$ cat config.mk
export PLATFORM = sky130hd
export DESIGN_NAME = tribus_arbiter
export DESIGN_NICKNAME = d
export VERILOG_FILES = /design/src/rtl/tribus_arbiter.sv
export SDC_FILE = /design/constraint.sdc
export NUM_CORES = 1
export LEC_CHECK = 0
export ABC_AREA = 1
export BUFFER_PORTS_ARGS = -buffer_cell sky130_fd_sc_hd__buf_2
export CAP_MARGIN = 0
export CORE_UTILIZATION = 49
export DETAILED_ROUTE_END_ITERATION = 7
export GPL_ROUTABILITY_DRIVEN = 0
export HOLD_SLACK_MARGIN = 0.05
export PLACE_DENSITY = 0.75
export SYNTH_ARGS = -nofsm -noshare
export SYNTH_HDL_FRONTEND = slang
export SYNTH_SLANG_ARGS = --single-unit
$ cat constraint.sdc
create_clock -name clk -period 1.6 [get_ports clk]
set_input_delay 0.16 -clock clk [delete_from_list [all_inputs] [get_ports clk]]
set_output_delay 0.16 -clock clk [all_outputs]
set_load 0.01 [all_outputs]
$ cat src/rtl/tribus_arbiter.sv
// Round-robin arbiter for a shared tri-state bus: one-hot grants/enables, turnaround gaps
// between owners and a per-ownership hold timeout.
module tribus_arbiter #(
    parameter int unsigned N        = 4,
    parameter int unsigned IDW      = 2,
    parameter int unsigned MAX_HOLD = 8,
    parameter int unsigned TURN     = 1
) (
    input  logic           clk,
    input  logic           rst_n,
    input  logic [N-1:0]   req,
    input  logic [N-1:0]   done,
    output logic [N-1:0]   gnt,
    output logic [N-1:0]   oe,
    output logic           busy,
    output logic [IDW-1:0] owner,
    output logic           timeout
);

    localparam int unsigned HW = $clog2(MAX_HOLD + 1);
    localparam int unsigned GW = $clog2(TURN + 1);

    typedef enum logic [1:0] {StIdle, StOwn, StGap} state_e;

    state_e         state_q, state_d;
    logic [N-1:0]   gnt_q, gnt_d;
    logic [IDW-1:0] owner_q, owner_d;
    logic [IDW-1:0] ptr_q, ptr_d;
    logic           busy_q, busy_d;
    logic           timeout_q, timeout_d;
    logic [HW-1:0]  hold_q, hold_d;
    logic [GW-1:0]  gap_q, gap_d;

    logic           win_found;
    logic [IDW-1:0] win_idx, win_next, cand;
    logic           rel_normal, rel_limit, release_now, gap_last, arb_en;

    // Rotating priority scan starting at ptr_q.
    always_comb begin
        win_found = 1'b0;
        win_idx   = '0;
        cand      = '0;
        for (int unsigned k = 0; k < N; k++) begin
            cand = IDW'((32'(ptr_q) + k) % N);
            if (!win_found && req[cand]) begin
                win_found = 1'b1;
                win_idx   = cand;
            end
        end
        win_next = (win_idx == IDW'(N - 1)) ? '0 : IDW'(win_idx + 1'b1);
    end

    assign rel_normal  = done[owner_q] || !req[owner_q];
    assign rel_limit   = (hold_q == HW'(MAX_HOLD));
    assign release_now = rel_normal || rel_limit;
    assign gap_last    = (gap_q == GW'(TURN));
    assign arb_en      = (state_q == StIdle) || ((state_q == StGap) && gap_last);

    always_ff @(posedge clk or negedge rst_n) begin
        if (!rst_n) begin
            state_q   <= StIdle;
            gnt_q     <= '0;
            owner_q   <= '0;
            ptr_q     <= '0;
            busy_q    <= 1'b0;
            timeout_q <= 1'b0;
            hold_q    <= '0;
            gap_q     <= '0;
        end else begin
            state_q   <= state_d;
            gnt_q     <= gnt_d;
            owner_q   <= owner_d;
            ptr_q     <= ptr_d;
            busy_q    <= busy_d;
            timeout_q <= timeout_d;
            hold_q    <= hold_d;
            gap_q     <= gap_d;
        end
    end

    always_comb begin
        state_d = state_q;
        unique case (state_q)
            StIdle:  state_d = win_found ? StOwn : StIdle;
            StOwn:   state_d = release_now ? StGap : StOwn;
            StGap: begin
                if (gap_last) begin
                    state_d = win_found ? StOwn : StIdle;
                end
            end
            default: state_d = StIdle;
        endcase
    end

    always_comb begin
        gnt_d     = gnt_q;
        owner_d   = owner_q;
        ptr_d     = ptr_q;
        busy_d    = busy_q;
        hold_d    = hold_q;
        gap_d     = gap_q;
        timeout_d = 1'b0;
        if (arb_en && win_found) begin
            gnt_d   = N'(1) << win_idx;
            owner_d = win_idx;
            ptr_d   = win_next;
            busy_d  = 1'b1;
            hold_d  = HW'(1);
        end else if (state_q == StOwn) begin
            if (release_now) begin
                gnt_d     = '0;
                busy_d    = 1'b0;
                hold_d    = '0;
                gap_d     = GW'(1);
                // Pulse only when the limit alone ended the ownership.
                timeout_d = rel_limit && !rel_normal;
            end else begin
                hold_d = HW'(hold_q + 1'b1);
            end
        end else if ((state_q == StGap) && !gap_last) begin
            gap_d = GW'(gap_q + 1'b1);
        end
    end

    assign gnt     = gnt_q;
    assign oe      = gnt_q;
    assign busy    = busy_q;
    assign owner   = owner_q;
    assign timeout = timeout_q;

endmodule
* Word-level counts from Yosys, hierarchy flattened
Index checks and enable logic that the tools add are counted.
Word-level totals: register bits 17, input bits 10, output and inout bits 12, word-level logic and storage cells 89
Operators by class: add/sub/neg operators 6, $lt $le $gt $ge 5, equal/unequal tests 6, shift-type cells 1, mux-type cells 40, bitwise operators 1, reductions and logical operators 22
Operators by type and width (count):
- 2-to-1 mux 4 bit | 6
- 2-to-1 mux 1 bit | 20
- < comparator 2 x 3 -> 1 bit, second input constant | 5
- 2-to-1 mux 2 bit | 7
- binary-select mux 1 bit (select 2 bit) | 6
- logical AND 1 bit | 7
- zero test 1 bit | 6
- one-hot mux 2 bit (3 select lines) | 1
- nonzero test 2 bit | 3
- adder 2 x 1 -> 2 bit, second input constant | 2
- adder 2 bit, second input constant | 2
- adder 4 x 1 -> 4 bit, second input constant | 1
- equality test 2 bit, second input constant | 2
- equality test 4 bit, second input constant | 1
- != test 2 bit, second input constant | 2
- << shifter 1 x 2 -> 4 bit, first input constant | 1
- logical OR 1 bit | 3
- AND reduction 3 bit | 1
- equality test 2 x 1 -> 1 bit, second input constant | 1
- zero test 2 bit | 1
- AND reduction 2 bit | 1
- adder 1 bit, second input constant | 1
- inverter 1 bit | 1

* Logic depth before layout (Yosys ltp)
depth after elaboration 15, gate-level depth with buffers 14, gate-level depth less buffers 13

* Least setup slack after synthesis
No wires, ideal clock.
kind register to register, start reg ptr_q[0], end reg ptr_q[1], setup time 0.124 ns, data arrival time 1.619 ns, required time 1.476 ns, slack -0.143 ns, cell stages (with the launch flop) 13, buffers on the path 1, clock period less this slack 1.743 ns, cell sequence dfrtp_1 -> buf_6 -> inv_6 -> nand2_1 -> nand3_1 -> nand2_1 -> nor2_4 -> nand3_2 -> nand3_1 -> inv_1 -> ha_1 -> nand2_1 -> o21ai_1
On the way: word-level cells in the longest chain between the ends 14, elaborated cells on any way between the ends 29, classes of those cells add/sub (4); eq/ne (1); mux (17); reduce/logical (7)
RTL lines:
- from (decl) | RTL line 28 | logic [IDW-1:0] ptr_q, ptr_d;
- from (signal assigned) | RTL line 73 | ptr_q <= ptr_d;
- branches (longest 11 deep; another with adder 2 x 1 -> 2 bit)
- 2-to-1 mux 2 bit * | RTL line 45 | if (!win_found && req[cand]) begin
- named net win_idx[0] | RTL line 35 | logic [IDW-1:0] win_idx, win_next, cand;
- adder 2 x 1 -> 2 bit / equality test 2 bit (equally long branches) | RTL line 50 | win_next = (win_idx == IDW'(N - 1)) ? '0 : IDW'(win_idx + 1'b1);
- 2-to-1 mux 2 bit * | RTL line 50
- named net win_next[1] | RTL line 35
Mark *: on every way through the listed nets, which the timed path passes. The select of a mux whose other input is x is not followed. A chain may end at the register's enable or synchronous reset.

* Final worst setup path
Same ends and word-level chain as after synthesis.

==> run metrics <==
status=complete, but fails checks; failing checks=setup timing; Critical Path Stages=11; max layer used=met4; Synth area leaders=dfrtp_1 37%, nand2_1 16%, nand3_1 9.6%, ha_1 6.5%, inv_1 6.5%; commonest non-fill, non-tap cell in the layout=nand2_1; metal2 WL=1520 um; top cell type's share of synthesized area=~37%; Initial Util=52.1%; Max-cap violations=0; Fin. Hold Viols=0; vias in the first global route=1085; Place WS=-0.308 ns; antenna violations before repair=0; DR vias/cell=a little over 5; Synth area leader=dfrtp_1; Power Density=2250 mW/mm^2; post-DP HPWL=between 1500 and 2000 um; CTS sink cnt=17; post-detailed-routing wire length=2850 um; syn nets=approximately 170; wire length on met1=between 1000 and 1500 um; Buf+Inv Stages, Crit Path=2; post-route ant nets=0; CTS tree=built; CP max stage delay=0.43 ns; Slew Viols, Final=0; Site Rows=17; first-pass GRT wire length=~4600 um; synth unique cells=21; Worst slew margin=69.8%; synthesis-to-finish area growth=35.3%; CTS Buf Count=3; DIE AREA=~0.0025 mm^2; CP Cell Sequence=buf_6 > nand2_1 > nand3_1 > nand2_2 > nand3_2 > nand3_1 > nand3_2 > inv_2 > ha_4 > nand2_1 > o21ai_1; setup TNS=-1.15 ns; Min-Delay Path Class=in -> reg; CTS root buf=clkbuf_4; CP arrival=approximately 2 ns; vias=1123; worst r2r path cells=11; routed length on met3=68 um; Avg Cell Area, Syn=between 7 and 8 um^2; drt pass-1 iters=4; fin util=70.5%; WL per Instance=13.0 um; WP data required=1.79 ns; synthesis warning total=0; worst hold margin=about 0.30 ns; setup ws final=-0.215 ns; RSZ-0062 raised after global routing=true; setup violators final=13; register area share after synthesis=between 30% and 40%; Final Cycle Share=113%; worst slew pin tran=0.453 ns; CP delay by family, top=simple AND/OR/NAND/NOR gates; Final #Nets=209; Tot Pwr=3.51 mW; die height=around 50 um; Worst setup EP type=flop; Clock transition at path regs=0.09 ns; GRT Total Usage=between 20% and 30%; FMAX=551 MHz; worst-skew pair later-pin latency=0.29 ns; share of layout cells above drive strength 1=41.1%; worst ir drop on vdd=1.46 mV; commonest cells after routing, fill and taps aside=38 x nand2_1, 21 x buf_2, 16 x inv_1, 16 x nand3_1, 15 x dfrtp_1; global route total overflow=0; # DRC=0; largest net degree at the start of global routing=18; #FFs+latches synth=17; clk buf depth=2; Final Critical Period=1.81 ns; Worst setup SP type=flop; Critical Setup Path Class=reg -> reg; IO Pins=22; # diodes=0; synthesized area=0.00115 mm^2; Die Wd=50.5 um; Placeable Area=0.00221 mm^2; initial detailed-routing violation count=23; worst hold stages=6; Layout Skew=approximately 0.0016 ns; critical path's slowest cell=dfrtp_2; Crit Path Max Fanout=5; PortBufs=21; Static Leak=0.852 nW; H-tree depth=1; Syn Inst Count=156
## cell families after synthesis
group / share of synthesized area (%)
buf+inv: 12.5
simple gates: 36.5
fa+ha+maj: 6.51
flops: 36.9
xor+xnor: 1.52
compound gates: 6.08
## sequential cells by signal (all words and copies together) (netlist names)
signal / flops
gnt: 4
hold_q: 4
owner: 2
ptr_q: 2
state_q: 2
busy: 1
gap_last: 1
timeout: 1
## repair_timing
item / in CTS / in global routing
setup endpoints to repair: 13 / 15
gates cloned: 1 / 0
gates resized for setup: 26 / 19
endpoints found under the hold margin: 17 / 0
setup buffers: 6 / 1
pin swaps: 14 / 3
hold buffers: 1 / 0
## worst paths after layout
check / from / slack, ns / end
max reg2reg: ptr_q[0] / -0.21 / ptr_q[1]
min in group asynchronous: rst_n / 0.31 / hold_q[0]
max: ptr_q[0] / -0.21 / ptr_q[1]
min reg2reg: busy / 0.48 / busy
max in group asynchronous: rst_n / 0.99 / ptr_q[1]
min: done[2] / 0.30 / timeout
## layout make-up
type | instances | area (um^2)
clock buffers | 4 | 26.3
fillers | 177 | 653
inverters | 22 | 95.1
multi-input cells | 111 | 721
flip-flops and latches | 17 | 428
well taps | 28 | 35.0
repair buffers | 37 | 250
repair inverters | 1 | 3.75
## where the power goes
group / total, mW / leakage, nW / internal (mW) / switching, mW
Sequential: 0.703 / 0.208 / 0.583 / 0.120
Combinational: 2.58 / 0.629 / 1.07 / 1.51
Clock: 0.232 / 0.0150 / 0.0972 / 0.135
Total: 3.51 / 0.852 / 1.75 / 1.77
## metal layers
layer / global-route usage (%) / up-vias
met5: 0 / -
met4: 11.1 / 0
met3: 3.94 / 8
met2: 42.0 / 18
li1: - / 566
met1: 28.7 / 531
## worst min-delay path, stage by stage
cell and delay, ns:
buf_2 0.07, o21ai_0 0.07, nand3_1 0.06, o21ai_1 0.10, nand2_1 0.07, nor2_1 0.04
## Yosys cell counts
cell type and n:
o21ai_1 4, nor2_1 5, and2_1 1, a21oi_1 2
buf_8 1, buf_6 1, nand2_1 50, ha_1 6
inv_6 1, nand2_4 4, nor2_4 1, nand3_2 1
nand2_2 4, o21ai_0 8, inv_2 1, nand4_1 1
nand3_1 22, inv_1 20, xor2_1 2, dfrtp_1 17
buf_4 4
## stage by stage
| stage | instances | area (um^2) |
|---|---|---|
| floorplan | 156 | 1170 |
| global placement | 207 | 1310 |
| detailed placement | 207 | 1310 |
| CTS | 219 | 1490 |
| global route | 220 | 1560 |
| finish | 220 | 1560 |
Power figures use the tool's default switching activity.
